--- config.mk ---
export PLATFORM = sky130hd
export DESIGN_NAME = fht_stage_ctrl_flat
export DESIGN_NICKNAME = d
export VERILOG_FILES = /design/src/rtl/fht_stage_ctrl_if.sv /design/src/rtl/fht_stage_ctrl.sv /design/src/flat_wrapper.sv
export SDC_FILE = /design/constraint.sdc
export NUM_CORES = 1
export LEC_CHECK = 0
export BUFFER_PORTS_ARGS = -buffer_cell sky130_fd_sc_hd__buf_2
export CAP_MARGIN = 20
export CORE_ASPECT_RATIO = 1.5
export CORE_MARGIN = 10
export CORE_UTILIZATION = 34
export CTS_BUF_LIST = sky130_fd_sc_hd__clkbuf_8 sky130_fd_sc_hd__clkbuf_16
export CTS_CLUSTER_SIZE = 12
export DETAILED_ROUTE_END_ITERATION = 16
export PLACE_DENSITY = 0.56
export SLEW_MARGIN = 5
export SYNTH_ARGS = -nofsm -noshare
export SYNTH_HDL_FRONTEND = slang
export SYNTH_SLANG_ARGS = --single-unit
--- constraint.sdc ---
create_clock -name iCLK -period 4.35 [get_ports iCLK]
set_clock_uncertainty 0.2 [all_clocks]
set_input_delay 0.2175 -clock iCLK [delete_from_list [all_inputs] [get_ports iCLK]]
set_output_delay 0.2175 -clock iCLK [all_outputs]
set_load 0.01 [all_outputs]
--- src/rtl/fht_stage_ctrl_if.sv ---
// Handshake and memory-address bundle between the FHT stage sequencer and
// its surroundings (start/done host, ping-pong sample banks, twiddle ROM).
interface fht_stage_ctrl_if #(
  parameter int N_LOG = 4,
  parameter int S_BIT = 3
);
  logic             iSTART;
  logic             oBUSY;
  logic             oDONE;
  logic [S_BIT-1:0] oSTAGE;
  logic             oRD_VALID;
  logic             oRD_BANK;
  logic [N_LOG-1:0] oRD_ADDR_0;
  logic [N_LOG-1:0] oRD_ADDR_1;
  logic [N_LOG-1:0] oRD_ADDR_2;
  logic [N_LOG-2:0] oTW_ADDR;
  logic             oWE;
  logic             oWR_BANK;
  logic [N_LOG-1:0] oWR_ADDR_0;
  logic [N_LOG-1:0] oWR_ADDR_1;

  modport master (
    output iSTART,
    input  oBUSY, oDONE, oSTAGE, oRD_VALID, oRD_BANK,
    input  oRD_ADDR_0, oRD_ADDR_1, oRD_ADDR_2, oTW_ADDR,
    input  oWE, oWR_BANK, oWR_ADDR_0, oWR_ADDR_1
  );

  modport slave (
    input  iSTART,
    output oBUSY, oDONE, oSTAGE, oRD_VALID, oRD_BANK,
    output oRD_ADDR_0, oRD_ADDR_1, oRD_ADDR_2, oTW_ADDR,
    output oWE, oWR_BANK, oWR_ADDR_0, oWR_ADDR_1
  );
endinterface

--- src/rtl/fht_stage_ctrl.sv ---
// Stage/butterfly sequencer for a radix-2 Hartley transform over ping-pong banks.
//
// state | meaning
// IDLE  | waiting for iSTART
// RUN   | issuing one butterfly per cycle (reads + twiddle)
// DRAIN | LAT cycles letting the butterfly pipeline write back
// DONE  | one-cycle completion pulse, start ignored
module fht_stage_ctrl #(
  parameter int N_LOG = 4,
  parameter int LAT   = 1,
  parameter int S_BIT = 3
) (
  input logic          iCLK,
  input logic          iRESET,
  fht_stage_ctrl_if.slave bus
);
  localparam int AW = N_LOG;
  localparam int TW = N_LOG - 1;
  localparam int NB = 1 << (N_LOG - 1);
  localparam int CW = (LAT > 1) ? $clog2(LAT) : 1;

  typedef enum logic [1:0] {IDLE, RUN, DRAIN, DONE} state_t;

  state_t           state, state_n;
  logic [S_BIT-1:0] s, s_n;
  logic [TW-1:0]    b, b_n;
  logic [CW-1:0]    cnt, cnt_n;
  logic             busy_n, done_n, rdv_n;

  logic [AW-1:0]    b_ext, half, k, base;
  logic [AW-1:0]    a0_n, a1_n, a2_n;
  logic [TW-1:0]    tw_n;
  logic [S_BIT-1:0] tw_sh;

  logic             busy_q, done_q, rdv_q, rd_bank_q;
  logic [S_BIT-1:0] stage_q;
  logic [AW-1:0]    a0_q, a1_q, a2_q;
  logic [TW-1:0]    tw_q;

  logic             pv  [1:LAT];
  logic             pb  [1:LAT];
  logic [AW-1:0]    pa0 [1:LAT];
  logic [AW-1:0]    pa1 [1:LAT];

  // next-state, counters and the flags for the cycle being entered
  always_comb begin
    state_n = state;
    s_n     = s;
    b_n     = b;
    cnt_n   = cnt;
    busy_n  = 1'b0;
    done_n  = 1'b0;
    rdv_n   = 1'b0;
    unique case (state)
      IDLE: begin
        if (bus.iSTART) begin
          state_n = RUN;
          s_n     = '0;
          b_n     = '0;
          busy_n  = 1'b1;
          rdv_n   = 1'b1;
        end
      end
      RUN: begin
        busy_n = 1'b1;
        if (b == TW'(NB - 1)) begin
          state_n = DRAIN;
          cnt_n   = CW'(LAT - 1);
        end else begin
          b_n   = b + 1'b1;
          rdv_n = 1'b1;
        end
      end
      DRAIN: begin
        if (cnt == '0) begin
          if (s == S_BIT'(N_LOG - 1)) begin
            state_n = DONE;
            done_n  = 1'b1;
          end else begin
            state_n = RUN;
            s_n     = s + 1'b1;
            b_n     = '0;
            busy_n  = 1'b1;
            rdv_n   = 1'b1;
          end
        end else begin
          cnt_n  = cnt - 1'b1;
          busy_n = 1'b1;
        end
      end
      DONE: begin
        state_n = IDLE;
        s_n     = '0;
        b_n     = '0;
      end
      default: state_n = IDLE;
    endcase
  end

  // butterfly addressing for the (stage, butterfly) pair about to be issued
  always_comb begin
    b_ext = {1'b0, b_n};
    half  = AW'(1) << s_n;
    k     = b_ext & (half - AW'(1));
    base  = ((b_ext >> s_n) << s_n) << 1;
    a0_n  = base + k;
    a1_n  = base + half + k;
    // mirror partner within the upper half; k=0 folds onto itself
    a2_n  = base + half + ((half - k) & (half - AW'(1)));
    tw_sh = S_BIT'(N_LOG - 1) - s_n;
    tw_n  = TW'(k << tw_sh);
  end

  // state register plus registered read-side outputs
  always_ff @(posedge iCLK) begin
    if (iRESET) begin
      state     <= IDLE;
      s         <= '0;
      b         <= '0;
      cnt       <= '0;
      busy_q    <= 1'b0;
      done_q    <= 1'b0;
      rdv_q     <= 1'b0;
      rd_bank_q <= 1'b0;
      stage_q   <= '0;
      a0_q      <= '0;
      a1_q      <= '0;
      a2_q      <= '0;
      tw_q      <= '0;
    end else begin
      state     <= state_n;
      s         <= s_n;
      b         <= b_n;
      cnt       <= cnt_n;
      busy_q    <= busy_n;
      done_q    <= done_n;
      rdv_q     <= rdv_n;
      rd_bank_q <= s_n[0];
      stage_q   <= s_n;
      a0_q      <= rdv_n ? a0_n : '0;
      a1_q      <= rdv_n ? a1_n : '0;
      a2_q      <= rdv_n ? a2_n : '0;
      tw_q      <= rdv_n ? tw_n : '0;
    end
  end

  // write-back delay line matching the butterfly latency; bank stored pre-inverted
  always_ff @(posedge iCLK) begin
    if (iRESET) begin
      for (int i = 1; i <= LAT; i++) begin
        pv[i]  <= 1'b0;
        pb[i]  <= 1'b0;
        pa0[i] <= '0;
        pa1[i] <= '0;
      end
    end else begin
      for (int i = LAT; i >= 2; i--) begin
        pv[i]  <= pv[i-1];
        pb[i]  <= pb[i-1];
        pa0[i] <= pa0[i-1];
        pa1[i] <= pa1[i-1];
      end
      pv[1]  <= rdv_q;
      pb[1]  <= rdv_q & ~rd_bank_q;
      pa0[1] <= a0_q;
      pa1[1] <= a1_q;
    end
  end

  assign bus.oBUSY      = busy_q;
  assign bus.oDONE      = done_q;
  assign bus.oSTAGE     = stage_q;
  assign bus.oRD_VALID  = rdv_q;
  assign bus.oRD_BANK   = rd_bank_q;
  assign bus.oRD_ADDR_0 = a0_q;
  assign bus.oRD_ADDR_1 = a1_q;
  assign bus.oRD_ADDR_2 = a2_q;
  assign bus.oTW_ADDR   = tw_q;
  assign bus.oWE        = pv[LAT];
  assign bus.oWR_BANK   = pb[LAT];
  assign bus.oWR_ADDR_0 = pa0[LAT];
  assign bus.oWR_ADDR_1 = pa1[LAT];
endmodule

--- src/flat_wrapper.sv ---
// flat-port wrapper written by rule: the top's interface ports become plain ports
module fht_stage_ctrl_flat 
#(
  parameter int N_LOG = 4,
  parameter int LAT   = 1,
  parameter int S_BIT = 3
)
  (iCLK, iRESET, bus_iSTART, bus_oBUSY, bus_oDONE, bus_oSTAGE, bus_oRD_VALID, bus_oRD_BANK, bus_oRD_ADDR_0, bus_oRD_ADDR_1, bus_oRD_ADDR_2, bus_oTW_ADDR, bus_oWE, bus_oWR_BANK, bus_oWR_ADDR_0, bus_oWR_ADDR_1);
  fht_stage_ctrl_if #(.N_LOG(N_LOG), .S_BIT(S_BIT)) bus_i ();
  input logic iCLK;
  input logic iRESET;
  input wire logic [$bits(bus_i.iSTART)-1:0] bus_iSTART;
  output wire logic [$bits(bus_i.oBUSY)-1:0] bus_oBUSY;
  output wire logic [$bits(bus_i.oDONE)-1:0] bus_oDONE;
  output wire logic [$bits(bus_i.oSTAGE)-1:0] bus_oSTAGE;
  output wire logic [$bits(bus_i.oRD_VALID)-1:0] bus_oRD_VALID;
  output wire logic [$bits(bus_i.oRD_BANK)-1:0] bus_oRD_BANK;
  output wire logic [$bits(bus_i.oRD_ADDR_0)-1:0] bus_oRD_ADDR_0;
  output wire logic [$bits(bus_i.oRD_ADDR_1)-1:0] bus_oRD_ADDR_1;
  output wire logic [$bits(bus_i.oRD_ADDR_2)-1:0] bus_oRD_ADDR_2;
  output wire logic [$bits(bus_i.oTW_ADDR)-1:0] bus_oTW_ADDR;
  output wire logic [$bits(bus_i.oWE)-1:0] bus_oWE;
  output wire logic [$bits(bus_i.oWR_BANK)-1:0] bus_oWR_BANK;
  output wire logic [$bits(bus_i.oWR_ADDR_0)-1:0] bus_oWR_ADDR_0;
  output wire logic [$bits(bus_i.oWR_ADDR_1)-1:0] bus_oWR_ADDR_1;
  assign bus_i.iSTART = bus_iSTART;
  assign bus_oBUSY = bus_i.oBUSY;
  assign bus_oDONE = bus_i.oDONE;
  assign bus_oSTAGE = bus_i.oSTAGE;
  assign bus_oRD_VALID = bus_i.oRD_VALID;
  assign bus_oRD_BANK = bus_i.oRD_BANK;
  assign bus_oRD_ADDR_0 = bus_i.oRD_ADDR_0;
  assign bus_oRD_ADDR_1 = bus_i.oRD_ADDR_1;
  assign bus_oRD_ADDR_2 = bus_i.oRD_ADDR_2;
  assign bus_oTW_ADDR = bus_i.oTW_ADDR;
  assign bus_oWE = bus_i.oWE;
  assign bus_oWR_BANK = bus_i.oWR_BANK;
  assign bus_oWR_ADDR_0 = bus_i.oWR_ADDR_0;
  assign bus_oWR_ADDR_1 = bus_i.oWR_ADDR_1;
  fht_stage_ctrl #(.N_LOG(N_LOG), .LAT(LAT), .S_BIT(S_BIT)) u_core (.iCLK(iCLK), .iRESET(iRESET), .bus(bus_i));
endmodule
==> results.sh, run 1 <==
export IMPL_portBuffers=34
export IMPL_layout_nets=230
export IMPL_remaining_drc_errors=0
export IMPL_startpoint="u_core.s[0]$_SDFF_PP0_"
export IMPL_post_cts_buffers=0
export IMPL_setup_viol=0
export IMPL_finalNonFillerCells=281
export IMPL_wl_met2_um=2140
export IMPL_drt_iter0_drc=75
export IMPL_fmax_mhz=254
export IMPL_seq_power_share_pct=48.3
export IMPL_syn_area_sq_mm=0.00175
export IMPL_min_delay_start="iRESET"
export IMPL_finalInstanceArea_sq_mm=0.00208
export IMPL_hold_violations=0
export IMPL_htreeDepth=2
export IMPL_postSynthAreaPerCell_sq_um=9.91
export IMPL_drt_vias_per_instance=4.52
export IMPL_rsz0062_at_grt="no"
export IMPL_drt_total_wl_um=3760
export IMPL_p_int_uw=529
export IMPL_seqCellArea_sq_um=701
export IMPL_power_switching_uw=169
export IMPL_critical_path_peak_fanout=7
export IMPL_clock_latency_ps=290
export IMPL_clockBufferDepth=2
export IMPL_dpl_cell_area_sq_mm=0.00196
export IMPL_dp_slack_ps=393
export IMPL_root_buffer="clkbuf_8"
export IMPL_synth_warnings=0
export IMPL_p_sw_share_pct=24.1
export IMPL_die_x_um=78.6
export IMPL_clockPowerShare_pct=41.7
export IMPL_die_h_um=108
export IMPL_synth_seq_cells=35
export IMPL_ant_nets=0
export IMPL_ys_seq_area_share_pct=39.9
export IMPL_worstPathArrival_ps=3920
export IMPL_layout_drive_gt1_share_pct=30.5
export IMPL_multi_input_area_sq_um=941
export IMPL_ios=35
export IMPL_hp_class="in -> reg"
export IMPL_area_growth_pct=18.4
export IMPL_drt_first_pass_iters=4
export IMPL_place_congestion=0.753
export IMPL_num_fill_cells=536
export IMPL_row_count=32
export IMPL_start_util_pct=34.5
export IMPL_clk_pin_slew_ps=70
export IMPL_reg2reg_from="u_core.s[0]$_SDFF_PP0_"
export IMPL_synth_distinct_cells=49
export IMPL_tritoncts="done"
export IMPL_start_kind="register"
export IMPL_power_density_mw_per_mm2=336
export IMPL_combPwrFrac_pct=10.0
export IMPL_grt_pass1_vias=1323
export IMPL_n_antenna_cell=0
export IMPL_path_class="reg -> reg"
export IMPL_grt_max_degree=21
export IMPL_grt_usage_pct=9.31
export IMPL_syn_num_nets=195
export IMPL_cts_buffers=5
export IMPL_slew_viol_final=0
export IMPL_grt_pass1_wl_um=6250
export IMPL_via_count=1269
export IMPL_period_share_pct=90.6
export IMPL_period_minus_slack_ps=3940
export IMPL_die_area_sq_mm=0.00849
export IMPL_cp_end_kind="register"
export IMPL_antenna_found_initial=0
export IMPL_hpwl_um=3000
export IMPL_setup_ws_ps=409
export IMPL_route_met3_wl_um=165
export IMPL_coreArea_sq_mm=0.00508
export IMPL_outcome="completed"
export IMPL_cts_resized=0
export IMPL_maxUsedRoutingLayer="met4"
export IMPL_cp_required_ps=4330
export IMPL_clock_sinks=35
export IMPL_leakage_uw=0.000958
export IMPL_syn_inst=177
export IMPL_dp_cells=273
export IMPL_wire_per_inst_um=13.4
export IMPL_cap_violations=0
export IMPL_postCtsHoldBufs=0
export IMPL_setup_tns_ps=0
export IMPL_wl_met1_um=1350
export IMPL_ir_worst_vdd_mv=0.115
export IMPL_grt_overflow_total=0
==> final cells by class <==
class / instances / share of cell area (%)
Tap cell: 68 / 4.10
Multi-Input combinational cell: 119 / 45.3
Sequential cell: 35 / 33.7
Inverter: 16 / 2.89
Timing Repair Buffer: 35 / 8.55
Clock buffer: 5 / 3.31
Clock inverter: 3 / 2.11
==> state kept, by name, indices dropped and copies added, names as in the netlist <==
| register | cells |
|---|---|
| u_core.pa1 | 4 |
| u_core.bus.oRD_ADDR_2 | 4 |
| u_core.pb | 1 |
| u_core.s | 3 |
| u_core.bus.oDONE | 1 |
| u_core.state | 2 |
| u_core.pa0 | 4 |
| u_core.bus.oTW_ADDR | 3 |
| u_core.bus.oBUSY | 1 |
| u_core.pv | 1 |
| u_core.bus.oRD_ADDR_0 | 4 |
| u_core.b | 3 |
| u_core.bus.oRD_ADDR_1 | 3 |
| u_core.bus.oRD_VALID | 1 |
==> through the flow <==
step | total power (uW) | util, % | hold WS, ps
6_report | 698 | 40.8 | 120
3_3_place_gp | 415 | 38.6 | 244
2_1_floorplan | 392 | - | 230
4_1_cts | 709 | 40.8 | 131
3_5_place_dp | 416 | 38.6 | 250
5_1_grt | 729 | 40.8 | 138
==> placed cells by master, fill, tap and decap left out, types with 4 or more instances in the layout <==
cell,count
dfxtp_1,35
buf_2,34
nor2_1,21
inv_1,13
nor2b_1,12
ha_1,11
a21oi_1,9
nand2_1,7
clkbuf_8,5
o21ai_0,4
fa_1,4
==> critical path, stage by stage, from the launching register on <==
cell and delay [ps]:
dfxtp_1 500, ha_1 270, nand2b_4 100, xor2_2 160
a22oi_2 310, nand2_1 190, ha_1 290, xor2_2 190
or2_1 260, ha_1 330, xor2_1 160, nor2_1 60
ha_1 320, a21oi_1 160, xnor2_1 150, xnor2_1 130
nor2_1 50
==> power by group through the flow <==
stage / Sequential, uW / Combinational [uW] / Clock (uW)
after floorplan: 349 / 43.3 / 0
after global placement: 344 / 70.4 / 0
after detailed placement: 345 / 70.9 / 0
after CTS: 337 / 71.4 / 300
after global routing: 339 / 78.3 / 312
final: 337 / 69.6 / 291
==> routing by layer <==
layer	track usage [%]	vias to the layer above
met2	18.0	19
li1	-	648
met5	0	-
met4	5.40	0
met3	2.49	8
met1	8.38	594
==> cells by family (layout without fill, tap and decap cells) <==
family / count (synthesis) / after routing / share of synthesized area (%)
AND/OR/NAND/NOR: 62 / 62 / 19.4
multiplexers: 1 / 1 / 0.571
buffers and inverters: 23 / 59 / 6.42
other: 2 / 2 / 0.428
AO/OA/AOI/OAI: 31 / 31 / 16.0
flip-flops: 35 / 35 / 39.9
adder cells (fa/ha/maj): 15 / 15 / 12.4
XOR/XNOR: 8 / 8 / 4.85
==> cells in the mapped netlist (all sizes together) <==
master | instances | area share (%)
buf | 4 | 2.4
a311oi | 1 | 0.86
or3 | 1 | 0.64
and2 | 3 | 1.2
nand3 | 3 | 0.86
a211oi | 1 | 0.43
a211o | 1 | 0.50
inv | 16 | 3.4
o22ai | 2 | 1.9
xor2 | 5 | 3.4
nor3 | 3 | 0.86
nor2b | 12 | 4.3
or2 | 2 | 0.71
nand4 | 2 | 0.71
clkbuf | 3 | 0.64
mux2i | 1 | 0.57
o21a | 1 | 0.43
nand2b | 5 | 2.6
nor2 | 22 | 4.9
a221oi | 1 | 1.5
fa | 4 | 4.6
o21bai | 1 | 0.43
ha | 11 | 7.8
a22oi | 2 | 1.1
a21oi | 11 | 4.0
dfxtp | 35 | 40
o2bb2ai | 1 | 0.86
nand2 | 8 | 2.1
o2111ai | 1 | 0.86
xnor2 | 3 | 1.5
a22o | 1 | 0.50
a31o | 2 | 1.0
o21ai | 5 | 1.6
and3b | 1 | 0.50
conb | 2 | 0.43
==> final timing paths <==
| kind | endpoint | slack [ps] | cells after the start |
|---|---|---|---|
| setup / recovery | u_core.bus.oRD_ADDR_2[3]$_SDFF_PP0_ | 410 | 16 |
| hold / removal | u_core.s[0]$_SDFF_PP0_ | 120 | 2 |
| setup reg to reg | u_core.bus.oRD_ADDR_2[3]$_SDFF_PP0_ | 410 | 16 |
| hold reg to reg | u_core.pa1[1][2]$_SDFF_PP0_ | 260 | 1 |
(Power assumes the default switching activity.)
==> inputs of run 2 (changes only) <==
--- a/config.mk
+++ b/config.mk
@@ -13,7 +13,6 @@
 export CTS_BUF_LIST = sky130_fd_sc_hd__clkbuf_8 sky130_fd_sc_hd__clkbuf_16
 export CTS_CLUSTER_SIZE = 12
 export DETAILED_ROUTE_END_ITERATION = 16
-export PLACE_DENSITY = 0.56
 export SLEW_MARGIN = 5
 export SYNTH_ARGS = -nofsm -noshare
 export SYNTH_HDL_FRONTEND = slang
==> constraint.sdc (replaced) <==
create_clock -name iCLK -period 4.35 [get_ports iCLK]
set_clock_uncertainty 0.2 [all_clocks]
set_input_delay 0.435 -clock iCLK [delete_from_list [all_inputs] [get_ports iCLK]]
set_output_delay 0.435 -clock iCLK [all_outputs]
set_load 0.01 [all_outputs]
==> run 2 against run 1 <==
Net effect: wire length fell by 0.72%; final cell count up 0.36%; global-route usage fell by 0.11 points; clock power about the same; via count is the same; sequential power barely moved; largest cell class unchanged; largest power group unchanged.
==> results.sh, run 2 (synthesized netlist as in run 1, its figures left out) <==
export IMPL_root_buffer="clkbuf_8"
export IMPL_dpl_cell_area_sq_mm=0.00197
export IMPL_ant_nets=0
export IMPL_period_minus_slack_ps=3980
export IMPL_combPwrFrac_pct=9.8
export IMPL_grt_pass1_wl_um=6220
export IMPL_clockBufferDepth=2
export IMPL_post_cts_buffers=0
export IMPL_slew_viol_final=0
export IMPL_drt_vias_per_instance=4.50
export IMPL_start_kind="register"
export IMPL_whs_path_depth=1
export IMPL_hpwl_um=2950
export IMPL_num_fill_cells=522
export IMPL_cap_violations=0
export IMPL_final_common_cell="dfxtp_1"
export IMPL_path_buf_inv=0
export IMPL_drt_iter0_drc=53
export IMPL_worst_r2r_cell_count=16
export IMPL_setup_tns_ps=0
export IMPL_final_cell_mix="dfxtp_1, buf_2, nor2_1"
export IMPL_r2r_end="u_core.bus.oRD_ADDR_2[3]$_SDFF_PP0_"
export IMPL_place_congestion=0.798
export IMPL_grt_overflow_total=0
export IMPL_cp_required_ps=4330
export IMPL_period_share_pct=91.5
export IMPL_cts_resized=0
export IMPL_postCtsHoldBufs=0
export IMPL_min_delay_start="u_core.bus.oRD_ADDR_0[0]$_SDFF_PP0_"
export IMPL_cts_buffers=5
export IMPL_outcome="completed"
export IMPL_seqCellArea_sq_um=701
export IMPL_path_depth=16
export IMPL_rsz0062_at_grt="no"
export IMPL_cp_end_kind="register"
export IMPL_critPathMaxStageDelay_ps=510
export IMPL_clock_sinks=35
export IMPL_row_count=32
export IMPL_area_growth_pct=18.8
export IMPL_finalInstanceArea_sq_mm=0.00208
export IMPL_ir_worst_vdd_mv=0.139
export IMPL_wire_per_inst_um=13.2
export IMPL_p_int_uw=529
export IMPL_power_switching_uw=166
export IMPL_layout_drive_gt1_share_pct=30.8
export IMPL_hold_violations=0
export IMPL_worst_path_max_delay_cell="dfxtp_1"
export IMPL_power_density_mw_per_mm2=333
export IMPL_p_sw_share_pct=23.8
export IMPL_coreArea_sq_mm=0.00508
export IMPL_setup_viol=0
export IMPL_drt_first_pass_iters=4
export IMPL_start_util_pct=34.5
export IMPL_hp_class="reg -> reg"
export IMPL_grt_pass1_vias=1297
export IMPL_worstPathArrival_ps=3960
export IMPL_die_x_um=78.6
export IMPL_hold_ws_ps=262
export IMPL_grt_usage_pct=9.19
export IMPL_clk_pin_slew_ps=70
export IMPL_die_h_um=108
export IMPL_clockPowerShare_pct=41.6
export IMPL_htreeDepth=2
export IMPL_clock_latency_ps=290
export IMPL_crit_chain="ha_1, nand2b_4, xor2_2, a22oi_2, nand2_1, ha_1, xor2_2, or2_1, ha_1, xor2_1, nor2_1, ha_1, a21oi_1, xnor2_1, xnor2_1, nor2_1"
export IMPL_via_count=1269
export IMPL_reg2reg_from="u_core.s[0]$_SDFF_PP0_"
export IMPL_path_class="reg -> reg"
export IMPL_cp_common_cell="ha_1"
export IMPL_critical_path_peak_fanout=7
export IMPL_fmax_mhz=251
export IMPL_die_area_sq_mm=0.00849
export IMPL_layout_nets=231
export IMPL_antenna_found_initial=0
export IMPL_remaining_drc_errors=0
export IMPL_leakage_uw=0.000962
export IMPL_portBuffers=34
export IMPL_tritoncts="done"
export IMPL_r2r_slack_ps=370
export IMPL_seq_power_share_pct=48.5
export IMPL_holdPathEnd="u_core.pa0[1][0]$_SDFF_PP0_"
export IMPL_multi_input_area_sq_um=941
export IMPL_grt_max_degree=21
export IMPL_cp_top_family="adder cells"
export IMPL_ios=35
export IMPL_fin_util_pct=41.0
export IMPL_drt_total_wl_um=3730
export IMPL_n_antenna_cell=0
## run 2: changes by cell type in the layout (fill, tap and decap cells not counted)
cell,previous run,this run
buf_4,1,2
## run 2: power by group through the flow
stage	Sequential (uW)	Clock [uW]	Combinational [uW]
floorplan	349	0	43.3
global placement	344	0	69.7
detailed placement	345	0	69.4
CTS	338	298	69.7
global route	339	310	77.4
finish	337	289	68.4
## run 2: worst register-to-register path, stage by stage, from the launching register on
cell	delay, ps
dfxtp_1	510
ha_1	280
nand2b_4	110
xor2_2	170
a22oi_2	330
nand2_1	190
ha_1	290
xor2_2	190
or2_1	250
ha_1	320
xor2_1	170
nor2_1	70
ha_1	310
a21oi_1	160
xnor2_1	150
xnor2_1	140
nor2_1	50
## run 2: worst max path at each step
stage / from / end / slack (ps)
after floorplan: u_core.s[0]$_SDFF_PP0_ / u_core.bus.oRD_ADDR_2[3]$_SDFF_PP0_ / 510
after global placement: u_core.s[0]$_SDFF_PP0_ / u_core.bus.oRD_ADDR_2[3]$_SDFF_PP0_ / 510
after detailed placement: u_core.s[0]$_SDFF_PP0_ / u_core.bus.oRD_ADDR_2[3]$_SDFF_PP0_ / 370
after CTS: u_core.s[0]$_SDFF_PP0_ / u_core.bus.oRD_ADDR_2[3]$_SDFF_PP0_ / 360
after global routing: u_core.s[0]$_SDFF_PP0_ / u_core.bus.oRD_ADDR_2[3]$_SDFF_PP0_ / 110
final: u_core.s[0]$_SDFF_PP0_ / u_core.bus.oRD_ADDR_2[3]$_SDFF_PP0_ / 370
## run 2: metrics by stage
| step | std cells | power [uW] | worst slack (ps) |
|---|---|---|---|
| floorplan | 177 | 392 | 513 |
| global placement | 274 | 414 | 508 |
| detailed placement | 274 | 415 | 372 |
| CTS | 282 | 706 | 357 |
| global route | 282 | 726 | 107 |
| finish | 282 | 695 | 371 |
## run 2: metal layers
metal / track usage (%) / up-vias / share of wire [%] / wire length [um]
met4: 6.94 / 0 / 4.5 / 166
met1: 8.10 / 582 / 36 / 1360
met2: 17.2 / 26 / 55 / 2040
met3: 2.49 / 13 / 4.6 / 172
li1: - / 648 / - / -
met5: 0 / - / 0 / 0
## run 2: final cells by class
class,count,share of cell area (%)
Multi-Input combinational cell,119,45.1
Clock buffer,5,3.30
Clock inverter,3,2.10
Sequential cell,35,33.6
Timing Repair Buffer,36,8.88
Inverter,16,2.88
Tap cell,68,4.08
